## src/rtl/fifo_ptr_status.sv

```systemverilog
// rtl/fifo_ptr_status.sv - FIFO write/read pointers, occupancy, status flags and sticky error flags
module fifo_ptr_status #(
    parameter int ADDR_W = 4,
    parameter int THRESH = 8
) (
    input  logic              clk,
    input  logic              rst,
    input  logic              fifo_we,
    input  logic              fifo_rd,
    input  logic              overflow_set,
    input  logic              underflow_set,
    input  logic              err_clr,
    output logic [ADDR_W:0]   wptr,
    output logic [ADDR_W:0]   rbit,
    output logic [ADDR_W:0]   fifo_level,
    output logic              fifo_full,
    output logic              fifo_empty,
    output logic              fifo_threshold,
    output logic              fifo_overflow,
    output logic              fifo_underflow
);

    localparam logic [ADDR_W:0] PTR_ONE  = (ADDR_W+1)'(1);
    localparam logic [ADDR_W:0] THRESH_V = (ADDR_W+1)'(THRESH);

    // Strobes against a full/empty FIFO are dropped here as well as upstream,
    // so the pointers can never cross each other even if the controller misbehaves.
    logic wr_accept;
    logic rd_accept;

    assign wr_accept = fifo_we & ~fifo_full;
    assign rd_accept = fifo_rd & ~fifo_empty;

    // Status is decoded purely from the registered pointers: the controller gates
    // its strobes with these flags, so no input may reach them combinationally.
    assign fifo_level     = wptr - rbit;
    assign fifo_empty     = (wptr == rbit);
    assign fifo_full      = (wptr[ADDR_W] != rbit[ADDR_W]) &&
                            (wptr[ADDR_W-1:0] == rbit[ADDR_W-1:0]);
    assign fifo_threshold = (fifo_level >= THRESH_V);

    // Write pointer advances on each accepted write; the MSB toggles on every wrap.
    always_ff @(posedge clk or posedge rst) begin
        if (rst) begin
            wptr <= '0;
        end else if (wr_accept) begin
            wptr <= wptr + PTR_ONE;
        end
    end

    // Read pointer advances on each accepted read; the MSB toggles on every wrap.
    always_ff @(posedge clk or posedge rst) begin
        if (rst) begin
            rbit <= '0;
        end else if (rd_accept) begin
            rbit <= rbit + PTR_ONE;
        end
    end

    // Sticky error flags: a set pulse wins over a clear in the same cycle.
    always_ff @(posedge clk or posedge rst) begin
        if (rst) begin
            fifo_overflow  <= 1'b0;
            fifo_underflow <= 1'b0;
        end else begin
            if (overflow_set) begin
                fifo_overflow <= 1'b1;
            end else if (err_clr) begin
                fifo_overflow <= 1'b0;
            end
            if (underflow_set) begin
                fifo_underflow <= 1'b1;
            end else if (err_clr) begin
                fifo_underflow <= 1'b0;
            end
        end
    end

endmodule

```

## config.mk

```make
export PLATFORM = sky130hd
export DESIGN_NAME = fifo_ptr_status
export DESIGN_NICKNAME = d
export VERILOG_FILES = /design/src/rtl/fifo_ptr_status.sv
export SDC_FILE = /design/constraint.sdc
export NUM_CORES = 1
export LEC_CHECK = 0
export BUFFER_PORTS_ARGS = -buffer_cell sky130_fd_sc_hd__clkbuf_2
export CORE_MARGIN = 2
export CORE_UTILIZATION = 47
export CTS_CLUSTER_SIZE = 10
export DETAILED_ROUTE_END_ITERATION = 10
export PLACE_DENSITY_LB_ADDON = 0.05
export SYNTH_ARGS = -nofsm -noshare
export SYNTH_HDL_FRONTEND = slang
export SYNTH_SLANG_ARGS = --single-unit
export TNS_END_PERCENT = 1
```

## constraint.sdc

```tcl
create_clock -name clk -period 2.3 [get_ports clk]
set_clock_uncertainty 0.1 [all_clocks]
set_input_delay 0.23 -clock clk [delete_from_list [all_inputs] [get_ports clk]]
set_output_delay 0.23 -clock clk [all_outputs]
set_load 0.02 [all_outputs]
```

Word level (Yosys, flattened, before mapping)
Index checks and enable logic that the tools add are counted.
{ "word_totals": {"regBits": 12} }
{ "classes": {"eq_ne": 3, "muxes": 3, "bitwise_logic": 4, "n_reduce_logical": 3, "n_addsub": 3, "order_cmp": 1} }
{ "op_table": {"columns": ["cell", "count"], "rows": [
  ["adder 5 x 1 -> 5 bit (second input constant)", 2],
  ["== test 5 bit", 1],
  ["greater-or-equal comparator 5 x 4 -> 1 bit (second input constant)", 1],
  ["subtractor 5 bit", 1],
  ["== test 4 bit", 1],
  ["nonzero test 2 bit", 2],
  ["2-to-1 mux 1 bit", 3],
  ["bitwise AND 1 bit", 2],
  ["inverter 1 bit", 2],
  ["logical AND 1 bit", 1],
  ["!= test 1 bit", 1]
]} }

Logic depth before layout (Yosys ltp)
{ "logic_depth": {"ltp_word": 4, "ltp_mapped": 7} }

Worst setup path before layout
OpenSTA, ideal clock, no wires.
{ "synth_path": {"path_kind": "register to output", "from": "reg wptr[0]", "to": "out fifo_threshold", "arrival_ps": 1689, "path_stages_with_launch": 8, "setup_slack_ps": 281, "cell_sequence": "dfrtp_1 -> inv_1 -> ha_1 -> inv_1 -> fa_1 -> nand3_1 -> a21oi_1 -> o22ai_1"} }
{ "synth_via": {"elab_chain_cells": 2} }
{ "synth_lines": {"columns": ["element", "line", "rtl"], "rows": [
  ["start: declaration", "13", "output logic [ADDR_W:0] wptr,"],
  ["start signal: assignment", "47", "wptr <= wptr + PTR_ONE;"],
  ["subtractor 5 bit", "36", "assign fifo_level = wptr - rbit;"],
  ["greater-or-equal comparator 5 x 4 -> 1 bit", "40", "assign fifo_threshold = (fifo_level >= THRESH_V);"],
  ["end: declaration", "18", "output logic fifo_threshold,"]
]} }
No other way between the ends.

Worst setup path after layout
{ "layout_path": {"from": "reg rbit[2]", "to": "out fifo_full"} }
{ "layout_via": {"elab_chain_cells": 2} }
{ "layout_lines": {"columns": ["element", "line", "rtl"], "rows": [
  ["start: declaration", "14", "output logic [ADDR_W:0] rbit,"],
  ["start signal: assignment", "56", "rbit <= rbit + PTR_ONE;"],
  ["== test 4 bit", "39", "(wptr[ADDR_W-1:0] == rbit[ADDR_W-1:0]);"],
  ["logical AND 1 bit", "38", "assign fifo_full = (wptr[ADDR_W] != rbit[ADDR_W]) &&"],
  ["end: declaration", "16", "output logic fifo_full,"]
]} }
No other way between the ends.

==> impl_metrics.ini <==
[run]
maxCapViolations = 0

[placed_design]
place.gp.congestion = 0.8037
dpl_cell_area_um2 = 885.9
io_buffers = 26
hpwl_um = 1219

[floorplan]
die_h_um = 43.57
die_w_um = 43.57
io_pins = 27
row_count = 14
die_area_um2 = 1898
core_um2 = 1489
initial_core_util_pct = 49.41

[route]
ant_nets = 0
routed_via_density = 5.336
vias = 619
wire_per_inst_um = 13.45
firstDrtPassIters = 2
drc = 0
dr.first_iter.drc_count = 3
wl_um = 1560

[layout]
drive_gt1_share_pct = 38.00
final_nets = 116
area_delta_synth_final_pct = 26.70
fin_area_um2 = 932.1
fillers = 144
antenna_cells = 0

[timing]
final-hold-violation-count = 0
setup_viol_count_final = 0
fmax_mhz = 466.0
period_share_pct = 93.31
max_slew_margin_pct = 66.39
final-max-slew-violation-count = 0
layout_min_cycle_time_ps = 2146
rsz0062_at_grt = false
worstMarginPinSlew_ps = 500.6
tns_ps = 0

[setup_path]
cp-startpoint = rbit[2]
path_max_fanout = 6
critPathArrivalTime_ps = 1820
r2r_slack_ps = 300
endpoint = fifo_full
setup.worst_path.class = reg2out
r2r-start = rbit[2]
rr_worst_depth = 5
worstSetupStartpointType = register
crit_path_end_kind = output pin
r2r_end = wptr[1]
critPathRequiredTime_ps = 1970

[cts]
cts_buffers = 3
insertion_delay_ps = 270
cts.path.max_buffers = 2
clk_pin_slew_worst_paths_ps = 70
htree_levels = 1
cts_tree = yes
cts_sinks = 12
cts-root-buf = clkbuf_4

[logic_synthesis]
netlist_instances = 69
synthesis.nets = 83
async_reset_ff_share_pct = 100.0
ys_ff_latch = 12
synthTopCellsByArea = dfrtp_1 (41%), ha_1 (10%), xnor2_1 (7.1%)
ys_top_cells_by_count = dfrtp_1 (12), inv_1 (8), a21oi_1 (7), ha_1 (6), xnor2_1 (6)
synth_cell_type_count = 22
synth_top_area_cell = dfrtp_1
synthDominantCellAreaShare_pct = 40.82
syn-cell-area_um2 = 735.7
seq_area_frac_synth_pct = 40.82
ys.warnings.count = 0
synth_most_common_cell = dfrtp_1
synth_edf_count = 0
avgSynthCellArea_um2 = 10.66
synthFlopType = dfrtp_1

[global_routing]
grt_max_degree = 13
grt_pass1_wl_um = 2622
grt_pass1_vias = 622
grt_use_total_pct = 19.06
gr-total-overflow = 0
antenna_found_initial = 0

[min_path]
worstHoldPathType = in2reg
hold-path-cell-count = 2

[run_status]
status = finished, final reports clean
stage by stage:
stage	std cells	util [%]	hold slack (ps)	setup WS (ps)
floorplan	69	-	-5.301	280.7
global placement	111	59.50	145.8	327.1
detailed placement	111	59.50	150.1	306.3
CTS	115	61.68	25.70	11.93
global route	116	62.61	39.49	19.16
finish	116	62.61	30.15	153.9
critical path, stage by stage (launching register included):
cell      delay (ps)
dfrtp_1          430
inv_1             70
ha_1             370
nand4_1          310
nor2_1           170
clkbuf_2         190
flip-flops by register name, summed over array words and instances (netlist names):
signal	cells
fifo_overflow	1
fifo_underflow	1
rbit	5
wptr	5
layout by cell type (no fill, tap or decap):
| cell | n |
|---|---|
| clkbuf_2 | 25 |
| dfrtp_1 | 11 |
| inv_1 | 8 |
| a21oi_1 | 7 |
| xnor2_1 | 6 |
| ha_1 | 6 |
| nand4_1 | 5 |
| xor2_1 | 4 |
| nor2_1 | 4 |
| clkbuf_4 | 3 |
| a21o_1 | 2 |
| o21ai_2 | 2 |
| o211ai_1 | 2 |
| buf_4 | 2 |
| and4_1 | 1 |
| xor2_2 | 1 |
| mux2_4 | 1 |
| nand3_1 | 1 |
| and3_2 | 1 |
| nand3b_1 | 1 |
| a21boi_1 | 1 |
| and3b_1 | 1 |
| o22ai_1 | 1 |
| mux2_2 | 1 |
| fa_2 | 1 |
| dlygate4sd3_1 | 1 |
| dfrtp_2 | 1 |
layout make-up:
cell class / count / area [µm²] / share of cell area, %
multi-input combinational: 49 / 407.9 / 43.76
timing repair buffer: 28 / 150.1 / 16.11
inverter: 8 / 30.03 / 3.221
clock buffer: 3 / 22.52 / 2.416
sequential: 12 / 301.5 / 32.35
tap: 16 / 20.02 / 2.148
cells by family after synthesis:
group / after synthesis / synth area share [%]
AOI/OAI and AO/OA: 15 / 13.09
buffers and inverters: 8 / 4.082
xor gates and xnor gates: 11 / 14.12
adders and majority gates: 7 / 12.93
DFF: 12 / 40.82
and+or+nand+nor: 14 / 11.39
muxes: 2 / 3.571
how the worst min path moves through the flow:
stage | from | end
6_report | underflow_set | fifo_underflow
3_5_place_dp | rst | rbit[3]
2_1_floorplan | rst | fifo_overflow
4_1_cts | underflow_set | fifo_underflow
5_1_grt | underflow_set | fifo_underflow
3_3_place_gp | rst | fifo_overflow
what timing repair did:
action                                  CTS  global route
setup buffers                             0             1
hold buffers                              1             0
hold endpoints to repair                 12             0
endpoints found under the setup margin    0             2
resized for setup                         0             5
routing by layer:
metal | up-vias | part of all wire [%] | track usage [%] | routed length [µm]
met5 | - | 0 | 0 | 0
met3 | 2 | 4.6 | 3.750 | 72
met4 | 0 | 1.3 | 9.091 | 20
li1 | 306 | - | - | -
met1 | 291 | 48 | 25.13 | 741
met2 | 20 | 46 | 30.00 | 725
Power is not shown: default switching activity piles up to over one toggle a cycle in this logic, so the estimate is an artifact.
